<file path="config.mk">
export PLATFORM = sky130hd
export DESIGN_NAME = alu_issue_stage_flat
export DESIGN_NICKNAME = d
export VERILOG_FILES = /design/src/rtl/alu_pkg.sv /design/src/rtl/alu_issue_stage_if.sv /design/src/rtl/regfile_8x16.sv /design/src/rtl/alu_issue_stage.sv /design/src/flat_wrapper.sv
export SDC_FILE = /design/constraint.sdc
export NUM_CORES = 1
export LEC_CHECK = 0
export ABC_AREA = 1
export CORE_MARGIN = 2
export CORE_UTILIZATION = 57
export DETAILED_ROUTE_END_ITERATION = 10
export GPL_TIMING_DRIVEN = 0
export PLACE_DENSITY = 0.81
export SETUP_SLACK_MARGIN = 0.5
export SLEW_MARGIN = 20
export SYNTH_ARGS = -nofsm -noshare
export SYNTH_HDL_FRONTEND = slang
export SYNTH_SLANG_ARGS = --single-unit
export TNS_END_PERCENT = 50
</file>
<file path="constraint.sdc">
create_clock -name clk -period 2.41 [get_ports clk]
set_clock_uncertainty 0.15 [all_clocks]
set_input_delay 0.482 -clock clk [delete_from_list [all_inputs] [get_ports clk]]
set_output_delay 0.482 -clock clk [all_outputs]
set_load 0.05 [all_outputs]
</file>
<file path="src/rtl/alu_pkg.sv">
// Shared datapath widths, opcode encodings and helpers for the ALU, the decoder and the issue stage.
// The bypass selector lives here so every operand port resolves forwarding the same way.
package alu_pkg;

    localparam int unsigned DW     = 16;
    localparam int unsigned NREG   = 8;
    localparam int unsigned REG_AW = 3;
    localparam int unsigned OPW    = 4;

    typedef logic [DW-1:0]     data_t;
    typedef logic [REG_AW-1:0] reg_t;
    typedef logic [OPW-1:0]    op_t;

    localparam op_t OP_ADD   = 4'd0;
    localparam op_t OP_SUB   = 4'd1;
    localparam op_t OP_AND   = 4'd2;
    localparam op_t OP_OR    = 4'd3;
    localparam op_t OP_XOR   = 4'd4;
    localparam op_t OP_NOR   = 4'd5;
    localparam op_t OP_SLL   = 4'd6;
    localparam op_t OP_SRL   = 4'd7;
    localparam op_t OP_SRA   = 4'd8;
    localparam op_t OP_SLT   = 4'd9;
    localparam op_t OP_SLTU  = 4'd10;
    localparam op_t OP_PASSA = 4'd11;
    localparam op_t OP_PASSB = 4'd12;
    localparam op_t OP_INC   = 4'd13;
    localparam op_t OP_DEC   = 4'd14;
    localparam op_t OP_NOT   = 4'd15;

    function automatic data_t alu_eval(op_t op, data_t a, data_t b);
        data_t r;
        r = '0;
        case (op)
            OP_ADD:   r = a + b;
            OP_SUB:   r = a - b;
            OP_AND:   r = a & b;
            OP_OR:    r = a | b;
            OP_XOR:   r = a ^ b;
            OP_NOR:   r = ~(a | b);
            OP_SLL:   r = a << b[3:0];
            OP_SRL:   r = a >> b[3:0];
            OP_SRA:   r = data_t'($signed(a) >>> b[3:0]);
            OP_SLT:   r = {{(DW-1){1'b0}}, $signed(a) < $signed(b)};
            OP_SLTU:  r = {{(DW-1){1'b0}}, a < b};
            OP_PASSA: r = a;
            OP_PASSB: r = b;
            OP_INC:   r = a + data_t'(1);
            OP_DEC:   r = a - data_t'(1);
            OP_NOT:   r = ~a;
            default:  r = '0;
        endcase
        return r;
    endfunction

    // r0 never forwards; the younger (EX) producer wins over WB.
    function automatic data_t bypass_sel(reg_t src, logic ex_valid, reg_t ex_rd, data_t ex_val,
                                         logic wb_valid, reg_t wb_rd, data_t wb_val,
                                         data_t rf_val);
        data_t r;
        if (src != '0 && ex_valid && ex_rd == src) begin
            r = ex_val;
        end else if (src != '0 && wb_valid && wb_rd == src) begin
            r = wb_val;
        end else begin
            r = rf_val;
        end
        return r;
    endfunction

endpackage

</file>
<file path="src/rtl/alu_issue_stage_if.sv">
// Issue-side handshake, ALU operand/result bus and writeback handshake of the issue stage.
interface alu_issue_stage_if;
    import alu_pkg::*;

    logic  in_valid;
    logic  in_ready;
    op_t   in_op;
    reg_t  in_rs;
    reg_t  in_rt;
    reg_t  in_rd;
    logic  in_use_imm;
    data_t in_imm;
    data_t alu_a;
    data_t alu_b;
    op_t   alu_op;
    data_t alu_ans;
    logic  out_valid;
    logic  out_ready;
    reg_t  out_rd;
    data_t out_data;

    modport master (
        output in_valid, in_op, in_rs, in_rt, in_rd, in_use_imm, in_imm, alu_ans, out_ready,
        input  in_ready, alu_a, alu_b, alu_op, out_valid, out_rd, out_data
    );

    modport slave (
        input  in_valid, in_op, in_rs, in_rt, in_rd, in_use_imm, in_imm, alu_ans, out_ready,
        output in_ready, alu_a, alu_b, alu_op, out_valid, out_rd, out_data
    );

endinterface

</file>
<file path="src/rtl/regfile_8x16.sv">
// Architectural register file: two asynchronous read ports, one synchronous write port, r0 tied
// to zero. Reads return the word being written on the same edge.
module regfile_8x16
    import alu_pkg::*;
#(
    parameter int unsigned DW   = alu_pkg::DW,
    parameter int unsigned NREG = alu_pkg::NREG
) (
    input  logic          clk_i,
    input  logic          rst_i,
    input  logic          we_i,
    input  reg_t          waddr_i,
    input  logic [DW-1:0] wdata_i,
    input  reg_t          raddr_a_i,
    output logic [DW-1:0] rdata_a_o,
    input  reg_t          raddr_b_i,
    output logic [DW-1:0] rdata_b_o
);

    logic [DW-1:0] mem_q [NREG];

    always_ff @(posedge clk_i) begin
        if (rst_i) begin
            for (int unsigned i = 0; i < NREG; i++) begin
                mem_q[i] <= '0;
            end
        end else if (we_i && waddr_i != '0) begin
            mem_q[waddr_i] <= wdata_i;
        end
    end

    always_comb begin
        rdata_a_o = mem_q[raddr_a_i];
        rdata_b_o = mem_q[raddr_b_i];
        if (we_i && waddr_i == raddr_a_i) rdata_a_o = wdata_i;
        if (we_i && waddr_i == raddr_b_i) rdata_b_o = wdata_i;
        if (raddr_a_i == '0) rdata_a_o = '0;
        if (raddr_b_i == '0) rdata_b_o = '0;
    end

endmodule

</file>
<file path="src/rtl/alu_issue_stage.sv">
// Issue -> EX -> WB wrapper around the external combinational ALU, with full EX/WB forwarding so
// dependent instructions never stall; only writeback backpressure holds the pipe.
module alu_issue_stage #(
    parameter int unsigned DW   = alu_pkg::DW,
    parameter int unsigned NREG = alu_pkg::NREG
) (
    input logic               clk,
    input logic               rst,
    alu_issue_stage_if.slave  bus
);
    import alu_pkg::*;

    logic          stall;
    logic          accept;
    logic          rf_we;
    logic [DW-1:0] rf_rs;
    logic [DW-1:0] rf_rt;
    logic [DW-1:0] op_a;
    logic [DW-1:0] op_b;

    logic          ex_valid_q;
    reg_t          ex_rd_q;
    logic [DW-1:0] alu_a_q;
    logic [DW-1:0] alu_b_q;
    op_t           alu_op_q;
    logic          out_valid_q;
    reg_t          out_rd_q;
    logic [DW-1:0] out_data_q;

    assign stall  = out_valid_q & ~bus.out_ready;
    assign accept = bus.in_valid & ~stall;
    assign rf_we  = out_valid_q & bus.out_ready & (out_rd_q != '0);

    regfile_8x16 #(
        .DW   (DW),
        .NREG (NREG)
    ) u_regfile (
        .clk_i     (clk),
        .rst_i     (rst),
        .we_i      (rf_we),
        .waddr_i   (out_rd_q),
        .wdata_i   (out_data_q),
        .raddr_a_i (bus.in_rs),
        .rdata_a_o (rf_rs),
        .raddr_b_i (bus.in_rt),
        .rdata_b_o (rf_rt)
    );

    always_comb begin
        op_a = bypass_sel(bus.in_rs, ex_valid_q, ex_rd_q, bus.alu_ans,
                          out_valid_q, out_rd_q, out_data_q, rf_rs);
        op_b = bus.in_use_imm ? bus.in_imm
                              : bypass_sel(bus.in_rt, ex_valid_q, ex_rd_q, bus.alu_ans,
                                           out_valid_q, out_rd_q, out_data_q, rf_rt);
    end

    always_ff @(posedge clk) begin
        if (rst) begin
            ex_valid_q  <= 1'b0;
            ex_rd_q     <= '0;
            alu_a_q     <= '0;
            alu_b_q     <= '0;
            alu_op_q    <= '0;
            out_valid_q <= 1'b0;
            out_rd_q    <= '0;
            out_data_q  <= '0;
        end else if (!stall) begin
            ex_valid_q <= accept;
            // Operands stay put on a bubble so the ALU inputs do not toggle needlessly.
            if (accept) begin
                alu_a_q  <= op_a;
                alu_b_q  <= op_b;
                alu_op_q <= bus.in_op;
                ex_rd_q  <= bus.in_rd;
            end
            out_valid_q <= ex_valid_q;
            out_rd_q    <= ex_rd_q;
            out_data_q  <= bus.alu_ans;
        end
    end

    assign bus.in_ready  = ~stall;
    assign bus.alu_a     = alu_a_q;
    assign bus.alu_b     = alu_b_q;
    assign bus.alu_op    = alu_op_q;
    assign bus.out_valid = out_valid_q;
    assign bus.out_rd    = out_rd_q;
    assign bus.out_data  = out_data_q;

endmodule

</file>
<file path="src/flat_wrapper.sv">
// flat-port wrapper written by rule: the top's interface ports become plain ports
module alu_issue_stage_flat import alu_pkg::*;
#(
    parameter int unsigned DW   = alu_pkg::DW,
    parameter int unsigned NREG = alu_pkg::NREG
)
  (clk, rst, bus_in_valid, bus_in_op, bus_in_rs, bus_in_rt, bus_in_rd, bus_in_use_imm, bus_in_imm, bus_alu_ans, bus_out_ready, bus_in_ready, bus_alu_a, bus_alu_b, bus_alu_op, bus_out_valid, bus_out_rd, bus_out_data);
  alu_issue_stage_if bus_i ();
  input logic clk;
  input logic rst;
  input wire logic [$bits(bus_i.in_valid)-1:0] bus_in_valid;
  input wire logic [$bits(bus_i.in_op)-1:0] bus_in_op;
  input wire logic [$bits(bus_i.in_rs)-1:0] bus_in_rs;
  input wire logic [$bits(bus_i.in_rt)-1:0] bus_in_rt;
  input wire logic [$bits(bus_i.in_rd)-1:0] bus_in_rd;
  input wire logic [$bits(bus_i.in_use_imm)-1:0] bus_in_use_imm;
  input wire logic [$bits(bus_i.in_imm)-1:0] bus_in_imm;
  input wire logic [$bits(bus_i.alu_ans)-1:0] bus_alu_ans;
  input wire logic [$bits(bus_i.out_ready)-1:0] bus_out_ready;
  output wire logic [$bits(bus_i.in_ready)-1:0] bus_in_ready;
  output wire logic [$bits(bus_i.alu_a)-1:0] bus_alu_a;
  output wire logic [$bits(bus_i.alu_b)-1:0] bus_alu_b;
  output wire logic [$bits(bus_i.alu_op)-1:0] bus_alu_op;
  output wire logic [$bits(bus_i.out_valid)-1:0] bus_out_valid;
  output wire logic [$bits(bus_i.out_rd)-1:0] bus_out_rd;
  output wire logic [$bits(bus_i.out_data)-1:0] bus_out_data;
  assign bus_i.in_valid = bus_in_valid;
  assign bus_i.in_op = bus_in_op;
  assign bus_i.in_rs = bus_in_rs;
  assign bus_i.in_rt = bus_in_rt;
  assign bus_i.in_rd = bus_in_rd;
  assign bus_i.in_use_imm = bus_in_use_imm;
  assign bus_i.in_imm = bus_in_imm;
  assign bus_i.alu_ans = bus_alu_ans;
  assign bus_i.out_ready = bus_out_ready;
  assign bus_in_ready = bus_i.in_ready;
  assign bus_alu_a = bus_i.alu_a;
  assign bus_alu_b = bus_i.alu_b;
  assign bus_alu_op = bus_i.alu_op;
  assign bus_out_valid = bus_i.out_valid;
  assign bus_out_rd = bus_i.out_rd;
  assign bus_out_data = bus_i.out_data;
  alu_issue_stage #(.DW(DW), .NREG(NREG)) u_core (.clk(clk), .rst(rst), .bus(bus_i));
endmodule
</file>
==> results.tsv <==
stage	metric	value	unit
status	status	completed	
grt	gr busiest metal	met2	
yosys	Yosys warning total	0	
min_path	Hold/Removal Path Class	flop to flop	
layout	Sequential cell area	0.00457	mm²
timing	Max Slew Vio Count	0	
routing	post-detailed-route wirelength per cell	18.7	µm
routing	via-per-instance ratio	5.84	
timing	hold slack	318	ps
yosys	Seq cells post-synth	172	
yosys	cell taking the most area after synthesis	edfxtp_1	
timing	final worst path period share	82.3	%
clock_tree	CTS sink cnt	172	
critical_path	delay of the slowest cell on the worst path	520	ps
critical_path	ordered cell list for the critical path	clkdlybuf4s15_1	
critical_path	Worst EP required	1780	ps
yosys	top_reg_cell synth	edfxtp_1	
routing	post-route ant nets	0	
power	peak ir drop on the vdd network	558	µV
routing	Initial DRC Count	1319	
grt	All-Layer GR Usage	35.1	%
critical_path	WS Path Type	flop to output port	
power	Design Power	7390	µW
clock_tree	CTS Root Cell	clkbuf_16	
yosys	post-synth net total	1394	
floorplanning	Core Box Area	0.0166	mm²
timing	Fin. Hold Viols	0	
critical_path	Critical Path End Type	output port	
power	Pleak	0.00542	µW
critical_path	family with the most delay on the worst path	buffers and inverters	
timing	worst rel slew slack	56.0	%
timing	Worst Tran Pin Value	660	ps
grt	GR Util met3	5.33	%
placement	dpl cell area	0.0111	mm²
job	max_cap viols	0	
yosys	number of flops mapped to enable cells by yosys	112	
timing	setup TNS	0	ps
timing	maximum clock rate	504	MHz
grt	pin count of the biggest net entering global routing	17	
yosys	Unique masters post-synth	20	
grt	grt met2 use	56.5	%
power	P per Cell Area	619	mW/mm²
clock_tree	CTS tree	built	
clock_tree	Num CTS Buffers	17	
layout	# nets final	1534	
yosys	synthesized cell area	0.00975	mm²
layout	Diodes inserted	0	
routing	total routed wirelength	32200	µm
placement	# port buffers	102	
layout	P&R area growth vs syn	22.5	%
layout	cell area after layout	0.0119	mm²
critical_path	Worst Setup Start Kind	flop	
critical_path	Worst Path Max Fanout	4	
layout	multi-input logic area	0.00454	mm²
yosys	Yosys top cell area share	34.5	%
layout	share of cells above drive strength 1	15.0	%
clock_tree	maximum root-to-sink buffer count	2	
timing	final setup vio count	0	
clock_tree	hold_buf cts	0	
yosys	Async S/R FF share, synth	0	%
timing	RSZ-0062 raised after global routing	true	
clock_tree	clk_lat worst skew	440	ps
grt	first-pass GRT wire length	48500	µm
layout	Fillers	1339	
timing	crit path time final	1980	ps
floorplanning	Starting Density	58.6	%
floorplanning	Row Count	47	
yosys	Synth top cells by count	421 x nand2_1, 228 x nand3_1, 202 x nor2_1, 112 x edfxtp_1, 93 x inv_1	
grt	global route overflow	0	
clock_tree	CTS H-tree lvls	4	
yosys	average cell area after synthesis	7.26	µm²
routing	TritonRoute pass-1 iters	6	
placement	Routability Congestion	0.949	
floorplanning	# IOs	107	
clock_tree	Clk pin slew, worst setup/hold paths	70	ps
floorplanning	total die area	0.0182	mm²
grt	number of global-route vias before repair	9251	
routing	drc violations	0	
placement	Final HPWL DP	23200	µm
layout	Final Core Density	71.8	%
yosys	top post-synthesis cells by area	edfxtp_1 34%, nand2_1 16%, dfxtp_1 12%	
grt	met1 Use GR	46.7	%
yosys	sequential-to-total area share from yosys stat	46.8	%
critical_path	crit path buf inv count	1	
critical_path	critical path arrival	1350	ps
floorplanning	DIE HEIGHT	135	µm
grt	initial antenna violation count	0	
yosys	most numerous cell in the Yosys netlist	nand2_1	
yosys	Mapped Cells	1344	
floorplanning	chip width	135	µm
routing	vias post-DR	10000	
critical_path	slowest cell on the critical path	clkdlybuf4s15_1	
## timing repair
action | 4_1_cts | 5_1_grt
buffers inserted | 5 | 6
endpoints found under the hold margin | 0 | 0
resized for setup | 133 | 92
cloned | 3 | 5
pin swaps | 6 | 5
endpoints found under the setup margin | 235 | 194
## layout make-up
class | count | share of cell area [%]
plain buffers | 88 | 5.53
inverters | 103 | 3.36
clock buffers | 19 | 3.80
clock inverters | 13 | 0.733
repair inverters | 1 | 0.0419
well taps | 220 | 2.30
repair buffers | 114 | 7.92
flip-flops and latches | 172 | 38.3
multi-input cells | 987 | 38.0
## flip-flops by register name, indices dropped and copies added (netlist names)
signal                  flops
u_core.bus.alu_op           4
u_core.ex_valid_q           1
u_core.bus.alu_a           16
u_core.bus.out_valid        1
u_core.u_regfile.mem_q    112
u_core.bus.alu_b           16
u_core.bus.out_data        16
u_core.ex_rd_q              3
u_core.bus.out_rd           3
## routing by layer
layer | routed length [µm] | vias up
met5 | 0 | -
met1 | 12400 | 4675
li1 | - | 4625
met4 | 1470 | 0
met2 | 15200 | 612
met3 | 3120 | 119
## cell families after synthesis
group | Yosys count | synth area share, %
buf+inv | 191 | 9.47
simple gates | 866 | 37.1
compound gates | 115 | 6.67
flops | 172 | 46.8
## report_power, final
part           total (µW)  internal [µW]  leakage [µW]  switching, µW
Clock                2570           1380      0.000271           1190
Sequential           3360           3270       0.00165           87.9
Combinational        1460            431       0.00350           1030
Total                7390           5080       0.00542           2300
## worst paths after layout
check / start / to / slack (ps) / cells past startpoint
worst max-delay path: u_core.bus.out_data[0]$_SDFFE_PP0N_ / bus_out_data[0] / 430 / 1
worst min-delay path: u_core.bus.alu_a[0]$_SDFFE_PP0P_ / u_core.bus.alu_a[0]$_SDFFE_PP0P_ / 320 / 2
worst max register to register: u_core.bus.out_rd[2]$_SDFFE_PP0N_ / u_core.u_regfile.mem_q[4][0]$_SDFFCE_PN0P_ / 570 / 5
worst min register to register: u_core.bus.alu_a[0]$_SDFFE_PP0P_ / u_core.bus.alu_a[0]$_SDFFE_PP0P_ / 320 / 2
## stage by stage
stage,cells,worst slack (ps)
5_1_grt,1717,371
3_5_place_dp,1666,-750
2_1_floorplan,1344,432
6_report,1717,426
3_3_place_gp,1666,-689
4_1_cts,1706,390
## layout by cell type (no fill, tap or decap), types with 23 or more instances in the layout
cell type and instances:
nor2_1 200, dfxtp_1 56, a21oi_1 53, nand2_1 410
clkbuf_2 38, edfxtp_1 112, buf_2 28, o21ai_0 42
inv_1 93, clkdlybuf4s50_1 42, buf_4 23, nand3_1 226
Power figures use the tool's default switching activity.
==> RTL edit (same settings) <==
Make the reset (`rst` and `rst_i`) asynchronous in 2 clocked blocks.
--- a/src/rtl/regfile_8x16.sv
+++ b/src/rtl/regfile_8x16.sv
@@ -19,7 +19,7 @@
 
     logic [DW-1:0] mem_q [NREG];
 
-    always_ff @(posedge clk_i) begin
+    always_ff @(posedge clk_i or posedge rst_i) begin
         if (rst_i) begin
             for (int unsigned i = 0; i < NREG; i++) begin
                 mem_q[i] <= '0;
--- a/src/rtl/alu_issue_stage.sv
+++ b/src/rtl/alu_issue_stage.sv
@@ -54,7 +54,7 @@
                                            out_valid_q, out_rd_q, out_data_q, rf_rt);
     end
 
-    always_ff @(posedge clk) begin
+    always_ff @(posedge clk or posedge rst) begin
         if (rst) begin
             ex_valid_q  <= 1'b0;
             ex_rd_q     <= '0;
Check against the original RTL: differs if rst is asserted again (counterexample within 4 cycles, from zero or initial values and one cycle with rst high); with rst held inactive, the same outputs for 4 cycles.
==> RTL edit against the original RTL <==
  * Routed wire length up 19%
  * Sequential share of layout area decreased by 1.0 points
  * Final cell count grew 4.4%
  * Setup slack got worse by 13 ps
  * Via count grew 9.3%
  * Design area up 5.3%
  * Global-route usage rose by 6.7 points
  * Sequential cell count grew 15
  * Synthesized area rose by 3.9%
Power is not compared: it rests on default switching activity, and its combinational part moved more than twofold at a synthesized area within 25%.
==> RTL edit: results (changes against the original RTL) <==
ctsResizeCount: 246  # +85%
cts_setup_buffers: 10  # +5
fin_nets: 1604  # +4.6%
grt_usage: 0.4177  # +0.06652
dp_hpwl_mm: 28.46  # +23%
grt_pass1_wl_mm: 57.99  # +19%
maxSlewHeadroom: 0.5030  # -0.05692
synth_xor_area_frac: 0.002470  # +0.002470
synth_ff_type: "dfrtp_1"
die-area_um2: 18860  # +3.8%
seq_cells: 187  # +8.7%
synthArstFlopShare: 1.000  # +1.000
clock_area_frac: 0.04755  # +0.002193
pre_cts_slack_ps: -887.9  # -137.9 ps
avgSynthCellArea_um2: 7.211  # -0.62%
reg2reg_depth: 10  # +5
vias: 10963  # +9.3%
syn-num-nets: 1455  # +4.4%
nClkBuffers: 17  # -2
grt_max_degree: 35  # +18
max_stage_delay_ps: 410  # -110 ps
cp_max_fo: 3  # -1
endpoint: "bus_in_ready"
finalCritPeriodShare: 0.8286  # +0.005256
critPathTopFamily: "flip-flops"
rr_endpoint: "u_core.bus.alu_b[1]$_DFFE_PP0P_"
place_congestion: 0.9754  # +2.8%
largest_reg_flops: 127  # +13%
status: "completed"
nFillCells: 1396  # +4.3%
wl_per_cell_um: 21.36  # +14%
synth.area.top_cells: "dfrtp_1, nand2_1, nand3_1"
multi_input_area_um2: 4838  # +6.5%
cp_slowest_cell: "dfrtp_2"
==> RTL edit: cell types whose count changed after synthesis, moves of 23 or more <==
cell and delta:
nand3_1 -55, o21ai_0 +124, inv_1 -45, dfrtp_1 +187
nor2_1 -23, clkbuf_1 +36, edfxtp_1 -112, dfxtp_1 -60
==> RTL edit: worst min-delay path by stage <==
stage,cells after the start,startpoint,end,slack (ps)
floorplan,1,u_core.u_regfile.mem_q[112]$_DFFE_PP0P_,u_core.u_regfile.mem_q[112]$_DFFE_PP0P_,280
global placement,1,u_core.u_regfile.mem_q[112]$_DFFE_PP0P_,u_core.u_regfile.mem_q[112]$_DFFE_PP0P_,290
detailed placement,1,u_core.u_regfile.mem_q[127]$_DFFE_PP0P_,u_core.u_regfile.mem_q[127]$_DFFE_PP0P_,300
CTS,1,u_core.u_regfile.mem_q[124]$_DFFE_PP0P_,u_core.u_regfile.mem_q[124]$_DFFE_PP0P_,320
global route,1,u_core.u_regfile.mem_q[113]$_DFFE_PP0P_,u_core.u_regfile.mem_q[113]$_DFFE_PP0P_,330
finish,1,u_core.u_regfile.mem_q[124]$_DFFE_PP0P_,u_core.u_regfile.mem_q[124]$_DFFE_PP0P_,310
==> RTL edit: layer usage <==
layer / track usage / part of all wire / vias to the layer above / routed length [µm]
met5: 0 / 0 / - / 0
met2: 0.6470 / 0.45 / 742 / 17230
met4: 0.1970 / 0.050 / 0 / 1899
met3: 0.1041 / 0.12 / 124 / 4404
li1: - / - / 4867 / -
met1: 0.5522 / 0.39 / 5230 / 14750
==> RTL edit: power by group <==
| part | internal [mW] | switching [mW] | leakage (nW) |
|---|---|---|---|
| logic | 1.51 | 2.89 | 3.48 |
| clock network | 1.40 | 1.45 | 0.288 |
| registers | 4.21 | 0.927 | 2.36 |
| total | 7.12 | 5.27 | 6.13 |
